==> config.mk <==
export PLATFORM = sky130hd
export DESIGN_NAME = bus_grant_encoder
export DESIGN_NICKNAME = d
export VERILOG_FILES = /design/src/rtl/bus_pkg.sv /design/src/rtl/rr_priority_encoder.sv /design/src/rtl/bus_grant_encoder.sv
export SDC_FILE = /design/constraint.sdc
export NUM_CORES = 1
export LEC_CHECK = 0
export CORE_MARGIN = 5
export CORE_UTILIZATION = 59
export DETAILED_ROUTE_END_ITERATION = 16
export DONT_BUFFER_PORTS = 1
export PLACE_DENSITY_LB_ADDON = 0.25
export REMOVE_ABC_BUFFERS = 1
export SLEW_MARGIN = 20
export SYNTH_ARGS = -nofsm -noshare
export SYNTH_HDL_FRONTEND = slang
export SYNTH_HIERARCHICAL = 1
export SYNTH_SLANG_ARGS = --single-unit
==> constraint.sdc <==
create_clock -name clock -period 8.15 [get_ports clock]
set_input_delay 2.0375 -clock clock [delete_from_list [all_inputs] [get_ports clock]]
set_output_delay 2.0375 -clock clock [all_outputs]
set_load 0.03 [all_outputs]
==> src/rtl/bus_pkg.sv <==
// Shared constants and state encoding for the bus ownership arbiter.
package bus_pkg;

  localparam int BUS_N        = 32;
  localparam int BUS_SW       = 5;
  localparam int BUS_MAX_HOLD = 16;
  localparam int BUS_HCNT_W   = 8;

  typedef enum logic {
    IDLE = 1'b0,
    OWN  = 1'b1
  } bus_state_e;

endpackage

==> src/rtl/rr_priority_encoder.sv <==
// Round-robin search: rotate requests so ptr sits at bit 0, take the lowest
// set bit, then rotate the found offset back to an absolute source index.
module rr_priority_encoder #(
  parameter int N  = 32,
  parameter int SW = 5
) (
  input  logic [N-1:0]  req,
  input  logic [SW-1:0] ptr,
  output logic          found,
  output logic [SW-1:0] idx
);

  logic [SW:0]   shl_s;
  logic [N-1:0]  rot_s;
  logic [SW-1:0] off_s;
  logic [SW:0]   sum_s;

  assign shl_s = (SW+1)'(N) - {1'b0, ptr};
  assign rot_s = (req >> ptr) | (req << shl_s);

  // lowest set bit of the rotated vector; scanning downward lets the lowest win
  always_comb begin
    found = 1'b0;
    off_s = {SW{1'b0}};
    for (int i = N - 1; i >= 0; i--) begin
      found = rot_s[i] ? 1'b1 : found;
      off_s = rot_s[i] ? SW'(i) : off_s;
    end
  end

  // rotate back, wrapping past the top source
  always_comb begin
    sum_s = {1'b0, off_s} + {1'b0, ptr};
    if (sum_s >= (SW+1)'(N)) begin
      idx = SW'(sum_s - (SW+1)'(N));
    end else begin
      idx = sum_s[SW-1:0];
    end
  end

endmodule

==> src/rtl/bus_grant_encoder.sv <==
// Round-robin bus ownership arbiter driving the bus mux select; grants one
// source at a time and holds it until release, request withdrawal or timeout.
module bus_grant_encoder
  import bus_pkg::*;
#(
  parameter int N        = BUS_N,
  parameter int SW       = BUS_SW,
  parameter int MAX_HOLD = BUS_MAX_HOLD
) (
  input  logic          clock,
  input  logic          clear,
  input  logic [N-1:0]  req,
  input  logic          rel,
  output logic [N-1:0]  grant,
  output logic [SW-1:0] s,
  output logic          busy,
  output logic          timeout
);

  bus_state_e            state_r, state_nxt_s;
  logic [SW-1:0]         ptr_r, ptr_nxt_s;
  logic [BUS_HCNT_W-1:0] hcnt_r, hcnt_nxt_s;
  logic [N-1:0]          grant_nxt_s;
  logic [SW-1:0]         s_nxt_s;
  logic                  busy_nxt_s;
  logic                  timeout_nxt_s;
  logic                  found_s;
  logic [SW-1:0]         idx_s;
  logic [N-1:0]          one_s;
  logic [SW-1:0]         ptr_after_s;

  assign one_s = {{(N-1){1'b0}}, 1'b1};
  assign ptr_after_s = (s == SW'(N - 1)) ? {SW{1'b0}} : s + {{(SW-1){1'b0}}, 1'b1};

  rr_priority_encoder #(
    .N  (N),
    .SW (SW)
  ) u_enc (
    .req   (req),
    .ptr   (ptr_r),
    .found (found_s),
    .idx   (idx_s)
  );

  // next-state and next-output computation; outputs are registered below
  always_comb begin
    state_nxt_s   = state_r;
    ptr_nxt_s     = ptr_r;
    hcnt_nxt_s    = hcnt_r;
    grant_nxt_s   = grant;
    s_nxt_s       = s;
    busy_nxt_s    = busy;
    timeout_nxt_s = 1'b0;
    case (state_r)
      IDLE: begin
        if (found_s) begin
          state_nxt_s = OWN;
          grant_nxt_s = one_s << idx_s;
          s_nxt_s     = idx_s;
          busy_nxt_s  = 1'b1;
          hcnt_nxt_s  = {{(BUS_HCNT_W-1){1'b0}}, 1'b1};
        end else begin
          state_nxt_s = IDLE;
          grant_nxt_s = {N{1'b0}};
          busy_nxt_s  = 1'b0;
        end
      end
      OWN: begin
        // release and withdrawal outrank the hold limit, so timeout stays low then
        if (rel || !req[s]) begin
          state_nxt_s = IDLE;
          grant_nxt_s = {N{1'b0}};
          busy_nxt_s  = 1'b0;
          hcnt_nxt_s  = {BUS_HCNT_W{1'b0}};
          ptr_nxt_s   = ptr_after_s;
        end else if (hcnt_r == BUS_HCNT_W'(MAX_HOLD)) begin
          state_nxt_s   = IDLE;
          grant_nxt_s   = {N{1'b0}};
          busy_nxt_s    = 1'b0;
          hcnt_nxt_s    = {BUS_HCNT_W{1'b0}};
          ptr_nxt_s     = ptr_after_s;
          timeout_nxt_s = 1'b1;
        end else begin
          hcnt_nxt_s = hcnt_r + {{(BUS_HCNT_W-1){1'b0}}, 1'b1};
        end
      end
      default: begin
        state_nxt_s = IDLE;
        grant_nxt_s = {N{1'b0}};
        busy_nxt_s  = 1'b0;
        hcnt_nxt_s  = {BUS_HCNT_W{1'b0}};
      end
    endcase
  end

  // state, pointer, hold counter and output registers
  always_ff @(posedge clock or posedge clear) begin
    if (clear) begin
      state_r <= IDLE;
      ptr_r   <= {SW{1'b0}};
      hcnt_r  <= {BUS_HCNT_W{1'b0}};
      grant   <= {N{1'b0}};
      s       <= {SW{1'b0}};
      busy    <= 1'b0;
      timeout <= 1'b0;
    end else begin
      state_r <= state_nxt_s;
      ptr_r   <= ptr_nxt_s;
      hcnt_r  <= hcnt_nxt_s;
      grant   <= grant_nxt_s;
      s       <= s_nxt_s;
      busy    <= busy_nxt_s;
      timeout <= timeout_nxt_s;
    end
  end

endmodule

# Word-level counts from Yosys, hierarchy flattened
# Cells that the tools add are included.
# totals
wordCells	116
regBits	53
output_inout_bits	39
# classes
shifts	3
order_cmp	2
addsub	5
muxes	88
bitwise	2
reduce_logical	5
eq_ne	4
# op_table
operator	count
2-to-1 mux 5 bit	36
2-to-1 mux 32 bit	3
one-hot mux 32 bit (2 select lines)	1
2-to-1 mux 1 bit	41
bitwise OR 32 bit	1
left shift 1 x 5 -> 32 bit (first input constant)	1
left shift 32 x 6 -> 32 bit	1
>> shifter 32 x 5 -> 32 bit	1
2-to-1 mux 8 bit	3
one-hot mux 8 bit (2 select lines)	1
adder 8 x 1 -> 8 bit (second input constant)	1
equality test 8 x 5 -> 1 bit (second input constant)	1
adder 5 x 5 -> 6 bit	1
greater-or-equal comparator 6 bit (second input constant)	1
< comparator 5 x 6 -> 1 bit (second input constant)	1
subtractor 6 x 5 -> 6 bit (first input constant)	1
adder 5 x 1 -> 5 bit (second input constant)	1
binary-select mux 1 bit (select 5 bit)	1
equality test 5 bit (second input constant)	1
subtractor 5 x 1 -> 5 bit (second input constant)	1
one-hot mux 1 bit (2 select lines)	2
AND reduction 2 bit	2
inequality test 3 x 1 -> 1 bit (second input constant)	1
inequality test 2 bit (second input constant)	1
4 further kinds	4

# Longest topological paths before layout
# depth
word_depth	41
mapped_depth	31

# Cells and area by module
# Netlist, hierarchy kept.
# by_module_without_submodules
mod	seq_area_each_um2	instances	cells_each	area_each_um2
rr_priority_encoder	0.0	1	504	4625.7
bus_grant_encoder	1326.3	1	211	2588.7

# Least setup slack after synthesis
# OpenSTA, ideal clock, no wires.
# synth_path
path_type	input to register
start	input port req[8]
end	register grant[0]
path_stages	20
setup_slack_ns	1.892
required_ns	8.082
n_path_buf	1
arrival_ns	6.190
setup_time_ns	0.068
cell_sequence	clkbuf_1 > mux2_2 > mux4_2 > a22oi_1 > o211ai_1 > a221o_1 > a31o_1 > a311oi_1 > ha_1 > inv_1 > fa_1 > inv_1 > a21o_1 > a21oi_1 > xnor2_1 > nand3_1 > nor4_1 > a211oi_1 > nor3_1 > a22o_1
# synth_via
elab_chain_len	40
elab_cells_between_ends	80
# synth_rtl
item	line	rtl
start: declaration	bus_grant_encoder.sv:12	input logic [N-1:0] req,
left shift 32 x 6 -> 32 bit / >> shifter 32 x 5 -> 32 bit (equally long branches)	rr_priority_encoder.sv:19	assign rot_s = (req >> ptr) | (req << shl_s);
bitwise OR 32 bit *	rr_priority_encoder.sv:19	
2-to-1 mux 5 bit (31 in series)	rr_priority_encoder.sv:27	off_s = rot_s[i] ? SW'(i) : off_s;
2-to-1 mux 5 bit *	rr_priority_encoder.sv:27	
adder 5 x 5 -> 6 bit *	rr_priority_encoder.sv:33	sum_s = {1'b0, off_s} + {1'b0, ptr};
subtractor 5 x 1 -> 5 bit / greater-or-equal comparator 6 bit (equally long branches)	rr_priority_encoder.sv:35, rr_priority_encoder.sv:34	
2-to-1 mux 5 bit *	rr_priority_encoder.sv:34	if (sum_s >= (SW+1)'(N)) begin
net idx_s[4]	bus_grant_encoder.sv:28	logic [SW-1:0] idx_s;
left shift 1 x 5 -> 32 bit *	bus_grant_encoder.sv:58	grant_nxt_s = one_s << idx_s;
2-to-1 mux 32 bit *	bus_grant_encoder.sv:56	if (found_s) begin
one-hot mux 32 bit (2 select lines) *	bus_grant_encoder.sv:54	case (state_r)
end signal: assignment	bus_grant_encoder.sv:102	grant <= {N{1'b0}};
end signal: assignment	bus_grant_encoder.sv:110	grant <= grant_nxt_s;
end: declaration	bus_grant_encoder.sv:14	output logic [N-1:0] grant,
# Mark *: on every way through the listed nets, which the timed path passes. The rest lies on a longest branch. The select of a mux whose other input is x is not followed.
# A chain may end at the register's enable or synchronous reset.

# Worst setup path after layout
# layout_path
start	register ptr_r[1]
end	register grant[24]
# layout_via
elab_chain_len	41
elab_cells_between_ends	75
# layout_rtl
item	line	rtl
start: declaration	bus_grant_encoder.sv:21	logic [SW-1:0] ptr_r, ptr_nxt_s;
start signal: assignment	bus_grant_encoder.sv:100	ptr_r <= {SW{1'b0}};
start signal: assignment	bus_grant_encoder.sv:108	ptr_r <= ptr_nxt_s;
subtractor 6 x 5 -> 6 bit	rr_priority_encoder.sv:18	assign shl_s = (SW+1)'(N) - {1'b0, ptr};
left shift 32 x 6 -> 32 bit	rr_priority_encoder.sv:19	
bitwise OR 32 bit	rr_priority_encoder.sv:19	
2-to-1 mux 5 bit (32 in series)	rr_priority_encoder.sv:27	
adder 5 x 5 -> 6 bit *	rr_priority_encoder.sv:33	
subtractor 5 x 1 -> 5 bit / greater-or-equal comparator 6 bit (equally long branches)	rr_priority_encoder.sv:35, rr_priority_encoder.sv:34	
2-to-1 mux 5 bit *	rr_priority_encoder.sv:34	
net idx_s[4]	bus_grant_encoder.sv:28	
left shift 1 x 5 -> 32 bit *	bus_grant_encoder.sv:58	
2-to-1 mux 32 bit *	bus_grant_encoder.sv:56	
one-hot mux 32 bit (2 select lines) *	bus_grant_encoder.sv:54	
# Mark *: on every way through the listed nets, which the timed path passes. The rest lies on a longest branch.

==> impl_metrics.tcl <==
set metrics [dict create \
    ys_seq_area_share_pct 18.4 \
    synth_commonest_cells "mux4_2 (72), mux2i_1 (62), nand2_1 (54)" \
    ys_ff_latch 53 \
    drcViolationCount 0 \
    fillers 986 \
    syn-mean-instance-area_um2 10.1 \
    start_kind "flip-flop" \
    ys_top_cells_by_area "mux4_2 (22%), dfrtp_1 (18%), mux2i_1 (8.6%)" \
    dieHeight_um 121 \
    cts_setup_buffers 0 \
    layout.nets 726 \
    ys.flop_type "dfrtp_1" \
    finish.utilization_pct 60.9 \
    worstMarginPinSlew_ns 1.11 \
    clk_latency_ns 0.29 \
    pin_count 74 \
    crit_path_max_fanout 38 \
    crit_chain "inv_1 -> ha_2 -> buf_4 -> mux4_2 -> mux2_2 -> mux2_2 -> a221o_1 -> nor3_1 -> nand2_1 -> a2111oi_0 -> nor3_1 -> ha_1 -> a21o_1 -> a21oi_1 -> xnor2_1 -> nor4_1 -> a211oi_1 -> nand2_1 -> nor2_1 -> a22o_1" \
    drtAntennaViolNets 0 \
    h-tree-depth 2 \
    grt_start_max_net_pins 55 \
    cp.arrival_ns 7.25 \
    crit_path_top_delay_cell "ha_2" \
    viasPerCell 8.04 \
    grt_pass1_vias 6219 \
    grtUsageTotal_pct 33.0 \
    fin_skew_ns 0.0106 \
    dp_hpwl_um 18600 \
    num_rows 40 \
    diodes 0 \
    synth-async-reset-ratio_pct 100 \
    maxCapViolCount 0 \
    drive_gt1_share_pct 21.7 \
    synth_top_cell_by_area "mux4_2" \
    clk_pin_slew_ns 0.07 \
    synth_cells 715 \
    setup_viol 0 \
    fin_crit_sh_pct 86.2 \
    status "completed" \
    die_area_um2 14500 \
    drt-initial-drc-count 1027 \
    synth_most_common_cell "mux4_2" \
    drt_pre_antenna_iters 6 \
    core_area_um2 12000 \
    port_buffers 0 \
    syn_area_um2 7210 \
    end_kind "flip-flop" \
    yosysUniqueCellTypes 87 \
    gp_congestion 1.05 \
    synth_warnings 6 \
    cts_tree "yes" \
    hold_viol_final 0 \
    cts-root-buf "clkbuf_16" \
    netlist.area_leader.share_pct 22.5 \
    totalWireLength_um 24400 \
    multiInputGateArea_um2 5480 \
    hold_path_class "flip-flop to flip-flop" \
    postCtsResizedCells 0 \
    dieWidth_um 121 \
    grt_pass1_wl_um 37200 \
    final_max_slew_viol_count 0 \
    cts.sink_count 53 \
    antenna_found_initial 1 \
    numCtsBuffers 5 \
    overflow 0 \
    rsz0062_at_grt "false" \
    path_class "flip-flop to flip-flop" \
    final.setup.worst_slack_ns 1.13 \
    preCtsSetupSlack_ns 1.08 \
    synth_edf_count 0 \
    crit_path_max_incr_delay_ns 1.04 \
    start_util_pct 60.1 \
    critical_path_required_ns 8.37 \
    clockBufferDepth 2 \
    regArea_um2 1330 \
    area_delta_synth_final_pct 1.47 \
    min_period_ns 7.02 \
    relSlewSlack_pct 26.1 \
    max_freq_mhz 142 \
    wire_per_inst_um 29.4 \
    via_count 6653 \
    ctsHoldBuffers 0 \
]
[through the flow]
step | instance area [um2] | hold slack [ns] | setup TNS [ns] | std cells
floorplan | 6860 | 0.504 | -17.51 | 658
global placement | 7180 | 0.547 | 0 | 821
detailed placement | 7180 | 0.550 | 0 | 821
CTS | 7310 | 0.572 | 0 | 828
global route | 7320 | 0.599 | 0 | 828
finish | 7320 | 0.587 | 0 | 828
[placed cells by master, fill, tap and decap left out, types with 4 or more instances in the layout]
cell type,Yosys,routed
a21o_1,6,6
nor2_1,41,41
nor4_1,7,7
and2_1,10,10
o21ai_0,21,21
a21oi_1,18,18
o22ai_1,9,9
nor3_1,15,15
nand3_1,18,18
buf_4,7,16
a22o_1,38,38
a221oi_1,5,5
nand2b_1,13,13
mux2_1,5,5
o211ai_1,7,7
mux4_2,72,72
and3_1,10,10
a221o_1,5,5
ha_1,9,8
nor3b_1,7,7
a31oi_1,8,8
nand2_1,54,54
o221ai_1,4,4
a32oi_1,4,4
clkbuf_16,0,5
mux2_2,26,26
dfrtp_1,53,51
a211oi_1,8,8
inv_1,17,16
xnor2_1,7,7
or2_2,5,5
o21bai_1,6,6
nor2b_1,5,5
mux2i_1,62,61
[final cells by class]
cell class	instances	area share, %
Multi-Input combinational cell	585	74.8
Sequential cell	53	18.2
Tap cell	147	2.51
Inverter	20	1.04
Clock buffer	6	1.76
Clock inverter	1	0.0684
Timing Repair Buffer	16	1.64
[worst paths after layout]
path	startpoint	to	slack (ns)	cells past startpoint
setup reg to reg	ptr_r[1]$_DFFE_PP0P_	grant[24]$_DFFE_PP0P_	1.13	20
hold / removal	hcnt_r[6]$_DFFE_PP0P_	hcnt_r[6]$_DFFE_PP0P_	0.59	1
hold reg to reg	hcnt_r[6]$_DFFE_PP0P_	hcnt_r[6]$_DFFE_PP0P_	0.59	1
min in group asynchronous	clear	grant[5]$_DFFE_PP0P_	1.80	1
max in group asynchronous	clear	ptr_r[0]$_DFFE_PP0P_	5.75	1
setup / recovery	ptr_r[1]$_DFFE_PP0P_	grant[24]$_DFFE_PP0P_	1.13	20
[critical path: cells and delay by family, from the launching register on]
family	cells	cell delay (ns)
compound gates	6	1.86
simple gates	6	1.40
buf+inv	2	0.55
mux	3	1.02
xor+xnor	1	0.20
fa+ha+maj	2	1.37
flops	1	0.55
[kinds of logic (layout without fill, tap and decap cells)]
kind of cell,after synthesis,count (layout),share of synthesized area [%]
flip-flops,53,53,18.4
buffers and inverters,77,43,5.93
AND/OR/NAND/NOR,209,209,15.2
AO/OA/AOI/OAI,188,188,20.5
XOR/XNOR,9,9,1.09
adder cells (fa/ha/maj),10,10,1.84
multiplexers,169,169,37.1
[metal layers]
layer,GRT usage [%],vias to the layer above,wire [um]
li1,-,2813,-
met1,47.0,3327,9640
met2,49.4,434,11000
met3,8.75,77,2730
met4,10.3,2,973
met5,0,-,15
[sequential cells by signal, indices dropped and copies added (netlist names)]
register and cells:
state_r 1, ptr_r 5, timeout 1, busy 1, grant 32, hcnt_r 8, s 5
Power is not shown: default switching activity piles up to over one toggle a cycle in this logic, so the estimate is an artifact.
